==> src/rtl/gain_ramp_controller_if.sv <==
// Settings bus write channel used by gain_ramp_controller.
// The bus driver takes the master modport and the controller takes the slave modport.
interface gain_ramp_controller_if;
  logic [6:0]  serial_addr;
  logic [31:0] serial_data;
  logic        serial_strobe;

  modport master (output serial_addr, output serial_data, output serial_strobe);
  modport slave  (input  serial_addr, input  serial_data, input  serial_strobe);
endinterface

==> src/rtl/gain_ramp_controller.sv <==
// Stages gain targets from the settings bus and slews gain1/gain2 toward them once per ramp tick.
// Define GAIN_LIMIT_EN to clamp committed targets to [-GAIN_LIMIT, GAIN_LIMIT].
module gain_ramp_controller #(
  parameter logic [6:0]         BASE       = 7'd64,
  parameter int                 TICK_DIV   = 64,
  parameter logic signed [20:0] GAIN_LIMIT = 21'sd1048575
) (
  input  logic                  clk64,
  input  logic                  reset_n,
  gain_ramp_controller_if.slave bus,
  output logic signed [20:0]    gain1,
  output logic signed [20:0]    gain2,
  output logic                  busy
);

  typedef enum logic {IDLE, RAMP} state_t;

  localparam logic [15:0] TICK_LAST = 16'(TICK_DIV - 1);

  state_t             state_q, state_d;
  logic signed [20:0] shadow1_q, shadow1_d;
  logic signed [20:0] shadow2_q, shadow2_d;
  logic        [19:0] step_q, step_d;
  logic signed [20:0] target1_q, target1_d;
  logic signed [20:0] target2_q, target2_d;
  logic signed [20:0] gain1_q, gain1_d;
  logic signed [20:0] gain2_q, gain2_d;
  logic        [15:0] tick_cnt_q, tick_cnt_d;

  logic               wr_t1, wr_t2, wr_step, commit;
  logic signed [20:0] commit_t1, commit_t2;
  logic               unused_data;

  function automatic logic signed [20:0] clamp_gain(input logic signed [20:0] v);
    if (v > GAIN_LIMIT)  return GAIN_LIMIT;
    if (v < -GAIN_LIMIT) return -GAIN_LIMIT;
    return v;
  endfunction

  // The difference is taken at 22 bits so full-scale swings cannot wrap.
  function automatic logic signed [20:0] ramp_step(input logic signed [20:0] g,
                                                   input logic signed [20:0] t,
                                                   input logic        [19:0] s);
    logic signed [21:0] d;
    logic        [21:0] mag;
    d   = {t[20], t} - {g[20], g};
    mag = d[21] ? 22'(-d) : 22'(d);
    if (s == 20'd0 || mag <= {2'b00, s}) return t;
    if (!d[21])                          return g + $signed({1'b0, s});
    return g - $signed({1'b0, s});
  endfunction

  assign wr_t1   = bus.serial_strobe && (bus.serial_addr == BASE);
  assign wr_t2   = bus.serial_strobe && (bus.serial_addr == BASE + 7'd1);
  assign wr_step = bus.serial_strobe && (bus.serial_addr == BASE + 7'd2);
  assign commit  = bus.serial_strobe && (bus.serial_addr == BASE + 7'd3) && bus.serial_data[0];

  assign unused_data = ^bus.serial_data[31:21];

`ifdef GAIN_LIMIT_EN
  assign commit_t1 = clamp_gain(shadow1_q);
  assign commit_t2 = clamp_gain(shadow2_q);
`else
  assign commit_t1 = shadow1_q;
  assign commit_t2 = shadow2_q;
`endif

  // A commit always wins over a tick in the same cycle so the counter restarts cleanly.
  always_comb begin
    state_d    = state_q;
    shadow1_d  = shadow1_q;
    shadow2_d  = shadow2_q;
    step_d     = step_q;
    target1_d  = target1_q;
    target2_d  = target2_q;
    gain1_d    = gain1_q;
    gain2_d    = gain2_q;
    tick_cnt_d = tick_cnt_q;

    if (wr_t1)   shadow1_d = bus.serial_data[20:0];
    if (wr_t2)   shadow2_d = bus.serial_data[20:0];
    if (wr_step) step_d    = bus.serial_data[19:0];

    if (commit) begin
      target1_d  = commit_t1;
      target2_d  = commit_t2;
      tick_cnt_d = '0;
      state_d    = (commit_t1 != gain1_q || commit_t2 != gain2_q) ? RAMP : IDLE;
    end else if (state_q == RAMP) begin
      if (tick_cnt_q == TICK_LAST) begin
        tick_cnt_d = '0;
        gain1_d    = ramp_step(gain1_q, target1_q, step_q);
        gain2_d    = ramp_step(gain2_q, target2_q, step_q);
        if (gain1_d == target1_q && gain2_d == target2_q) state_d = IDLE;
      end else begin
        tick_cnt_d = tick_cnt_q + 16'd1;
      end
    end
  end

  always_ff @(posedge clk64 or negedge reset_n) begin
    if (!reset_n) begin
      state_q    <= IDLE;
      shadow1_q  <= '0;
      shadow2_q  <= '0;
      step_q     <= '0;
      target1_q  <= '0;
      target2_q  <= '0;
      gain1_q    <= '0;
      gain2_q    <= '0;
      tick_cnt_q <= '0;
    end else begin
      state_q    <= state_d;
      shadow1_q  <= shadow1_d;
      shadow2_q  <= shadow2_d;
      step_q     <= step_d;
      target1_q  <= target1_d;
      target2_q  <= target2_d;
      gain1_q    <= gain1_d;
      gain2_q    <= gain2_d;
      tick_cnt_q <= tick_cnt_d;
    end
  end

  assign gain1 = gain1_q;
  assign gain2 = gain2_q;
  assign busy  = (state_q == RAMP);

endmodule
==> src/flat_wrapper.sv <==
// flat-port wrapper written by rule: the top's interface ports become plain ports
module gain_ramp_controller_flat 
#(
  parameter logic [6:0]         BASE       = 7'd64,
  parameter int                 TICK_DIV   = 64,
  parameter logic signed [20:0] GAIN_LIMIT = 21'sd1048575
)
  (clk64, reset_n, gain1, gain2, busy, bus_serial_addr, bus_serial_data, bus_serial_strobe);
  gain_ramp_controller_if bus_i ();
  input  logic clk64;
  input  logic reset_n;
  output logic signed [20:0] gain1;
  output logic signed [20:0] gain2;
  output logic busy;
  input wire logic [$bits(bus_i.serial_addr)-1:0] bus_serial_addr;
  input wire logic [$bits(bus_i.serial_data)-1:0] bus_serial_data;
  input wire logic [$bits(bus_i.serial_strobe)-1:0] bus_serial_strobe;
  assign bus_i.serial_addr = bus_serial_addr;
  assign bus_i.serial_data = bus_serial_data;
  assign bus_i.serial_strobe = bus_serial_strobe;
  gain_ramp_controller #(.BASE(BASE), .TICK_DIV(TICK_DIV), .GAIN_LIMIT(GAIN_LIMIT)) u_core (.clk64(clk64), .reset_n(reset_n), .bus(bus_i), .gain1(gain1), .gain2(gain2), .busy(busy));
endmodule
==> config.mk <==
export PLATFORM = sky130hd
export DESIGN_NAME = gain_ramp_controller_flat
export DESIGN_NICKNAME = d
export VERILOG_FILES = /design/src/rtl/gain_ramp_controller_if.sv /design/src/rtl/gain_ramp_controller.sv /design/src/flat_wrapper.sv
export SDC_FILE = /design/constraint.sdc
export NUM_CORES = 1
export LEC_CHECK = 0
export ABC_AREA = 1
export CAP_MARGIN = 20
export CORE_ASPECT_RATIO = 0.6
export CORE_MARGIN = 2
export CORE_UTILIZATION = 62
export CTS_BUF_LIST = sky130_fd_sc_hd__clkbuf_2
export DETAILED_ROUTE_END_ITERATION = 10
export GPL_ROUTABILITY_DRIVEN = 0
export PLACE_DENSITY = 0.83
export SLEW_MARGIN = 0
export SYNTH_ARGS = -nofsm -noshare
export SYNTH_HDL_FRONTEND = slang
export SYNTH_SLANG_ARGS = --single-unit
==> constraint.sdc <==
create_clock -name clk64 -period 7.12 [get_ports clk64]
set_input_delay 1.78 -clock clk64 [delete_from_list [all_inputs] [get_ports clk64]]
set_output_delay 1.78 -clock clk64 [all_outputs]
set_load 0.01 [all_outputs]
==> run summary <==
=========================================================================================
Run status                                                                   complete, no violations
Dpl hpwl                                                                         45000 um
Commonest cells after routing, fill and taps aside                           sky130_fd_sc_hd__nand2_1 (776), sky130_fd_sc_hd__inv_1 (420), sky130_fd_sc_hd__o21ai_0 (239)
Clock Pin Slew Worst Setup and Hold Paths                                         0.28 ns
Number of nets with antenna violations after routing                                    0
R2r setup slk                                                                     0.98 ns
Clock insertion delay at the later pin of the skew report                         0.80 ns
Simple-gate portion of the synthesized area                                         33.2%
Final Total Pwr                                                                   3480 uW
Count of unique library cells instantiated by Yosys                                    51
Root Driver                                                                  sky130_fd_sc_hd__clkbuf_2
CTS tree                                                                            built
Number of sinks driven by the clock tree                                              163
Max Fclk                                                                        0.163 GHz
Combined area of all synthesized cells                                          16100 um2
Leakage component of the power                                                 0.00913 uW
Library cell with the largest summed area after synthesis                    sky130_fd_sc_hd__dfrtp_1
Via count of the first global-routing pass                                          15886
Post-Syn Instances                                                                   2559
Worst EP required                                                                 7.83 ns
Setup fix buffers added after clock tree synthesis                                      0
Core region area                                                                25400 um2
Seq cells post-synth                                                                  163
Final routed DRC violation total                                                        0
End point of the worst hold path                                             u_core.target2_q[11]
Via count                                                                           17956
Clock period minus worst slack                                                    6.14 ns
Number of antenna violations at the first check in global routing                       1
Area of the multi-input gates                                                   10200 um2
Total negative slack for setup checks                                                0 ns
Global-route wire length before repair                                           85300 um
Slowest cell delay on critical path                                               0.63 ns
Average detailed-routed wire length per instance                                  18.8 um
Final net count                                                                      2775
Dpl ws                                                                            1.36 ns
Worst Hold Class                                                             flop to flop
Capture point of the worst reg-to-reg path                                    u_core.busy
Slew HR                                                                             39.9%
Number of buffers inserted during clock tree synthesis                                 17
Initial core utilization                                                            63.4%
Skew final                                                                      0.0551 ns
Largest family of logic cells by synthesized area                            simple AND/OR/NAND/NOR gates
Maximum number of pins on one net before global-route repair                           94
Crit path capture type                                                               flop
Post-synth net total                                                                 2731
Worst VDD drop                                                                   0.246 mV
Mean Syn Cell Area                                                               6.31 um2
Critical path peak fanout                                                              47
Drt via density                                                                      6.05
Most frequent cell on the critical path                                      sky130_fd_sc_hd__nand2_1
Hold bufs inserted after CTS                                                            0
Area grow syn2layout                                                                8.01%
Detailed Route WL                                                                55900 um
Worst-path cell with the longest stage delay                                 sky130_fd_sc_hd__dfrtp_1
Port buffer count                                                                      73
Type of element launching the critical path                                          flop
R2r startpoint                                                               u_core.gain1[3]
Count of fill cells added during filler insertion                                    2296
Gates resized, CTS repair                                                               0
Number of iterations in the first detailed-routing pass                                 8
CTS H-Tree Depth                                                                        4
Number of endpoints failing setup at the final stage                                    0
Fraction of synthesized cell area in xor and xnor cells                             6.19%
Synth Area in Compound Gates                                                        13.3%
Worst setup margin                                                               0.979 ns
Die Wd                                                                             212 um
Cell depth of the worst hold path                                                       2
Mux cell area share after synthesis                                                    0%
Arrival time at the worst endpoint                                                6.86 ns
Core occupancy in the finished layout                                               68.5%
Iteration-0 DRC count of the detailed router                                         2744
Max-capacitance violation count                                                         0
Type of the worst setup path                                                 flop to flop
Ports                                                                                  85
Hold slack                                                                       0.526 ns
Final Hold Vio Count                                                                    0
Grt total ovfl                                                                          0
Number of cells on the worst reg-to-reg path                                           34
Proportion of register bits with asynchronous set or reset after synthesis           100%
Longest Clk Path Bufs                                                                   2
Commonest non-fill, non-tap cell in the layout                               sky130_fd_sc_hd__nand2_1
YS warnings                                                                             0
Worst min-delay path startpoint                                              u_core.commit_t2[11]
Post-synthesis adder-cell area fraction                                             10.3%
Post-synth EDFFs                                                                        0
Fraction of layout instances using a drive strength above 1                         3.75%
Die Span Y                                                                         129 um
Final count of pins violating max slew                                                  0
Setup repair after global routing missed its margin                                 false
Total routing resource utilization after global routing                             40.9%
Most instantiated flip-flop cell in the synthesis netlist                    sky130_fd_sc_hd__dfrtp_1
Rows                                                                                   45
Transition at the pin with the smallest max-transition slack                     0.901 ns
Reg area                                                                         4080 um2
Share of the clock period used by the worst path after layout                       86.2%
Ranking of synthesized cells by area                                         sky130_fd_sc_hd__dfrtp_1 (25%), sky130_fd_sc_hd__nand2_1 (18%), sky130_fd_sc_hd__ha_1 (9.8%)
Post-synth top area share                                                           25.3%
Power per standard cell area                                                   200 nW/um2
Part of the Yosys area used for sequential elements                                 25.3%
Area of the die                                                                 27400 um2
=========================================================================================
## worst max-delay path by stage
stage	startpoint	to	slack, ns	cells past startpoint
floorplan	u_core.gain1[8]	u_core.busy	2.60	33
global placement	u_core.gain2[1]	u_core.busy	1.43	31
detailed placement	u_core.gain2[1]	u_core.busy	1.36	36
CTS	u_core.gain2[1]	u_core.busy	1.29	36
global route	u_core.gain2[1]	u_core.busy	0.52	31
finish	u_core.gain1[3]	u_core.busy	0.98	34
## metal layers
metal / share of wire (%) / global-route usage [%]
met1: 40 / 58.0
met2: 37 / 54.3
met3: 19 / 20.4
met4: 2.9 / 11.0
met5: 0.14 / 2.07
## cell families (layout without fill, tap and decap cells)
family                   count (synthesis)  count (layout)
AND/OR/NAND/NOR                       1260            1260
AO/OA/AOI/OAI                          396             396
flip-flops                             163             163
adder cells (fa/ha/maj)                130             130
other                                    0               1
XOR/XNOR                               114             114
buffers and inverters                  496             553
## area by class of cell
type	instances	share of cell area, %
well taps	352	2.53
repair buffers	87	4.96
clock buffers	17	0.488
inverters	434	9.34
multi-input cells	1900	58.2
clock inverters	15	1.02
flip-flops and latches	163	23.4
diodes	1	0.0144
## sequential cells by signal (all words and copies together) (netlist names)
name / flops
u_core.commit_t1: 21
u_core.commit_t2: 21
u_core.gain1: 21
u_core.gain2: 21
u_core.target1_q: 21
u_core.target2_q: 21
u_core.step_q: 20
u_core.tick_cnt_q: 16
u_core.busy: 1
## worst max-delay path, delay by kind of cell (launching register included)
family          cells  cell delay [ns]
simple gates       26             3.38
buf+inv             4             0.95
fa+ha+maj           2             0.77
flops               1             0.63
compound gates      1             0.17
xor+xnor            1             0.15
## cell usage after synthesis (all sizes together), types with 10 or more instances
cell    count
nand2     791
inv       433
o21ai     242
nor2      202
dfrtp     163
ha        126
nand3     116
a21oi      88
xor2       88
nand4      85
clkbuf     42
nor3       32
xnor2      26
buf        20
o31ai      15
nand3b     14
o21bai     12
nor4       10
## metrics by stage
| step | area [um2] | cells |
|---|---|---|
| after floorplan | 16100 | 2559 |
| after global routing | 17400 | 2969 |
| final | 17400 | 2969 |
| after detailed placement | 17100 | 2935 |
| after CTS | 17400 | 2967 |
| after global placement | 17100 | 2934 |
## where the power goes
group,switching [uW],internal [uW]
clock network,409,151
logic,1240,606
registers,91.9,986
total,1740,1740
(Power assumes the default switching activity.)
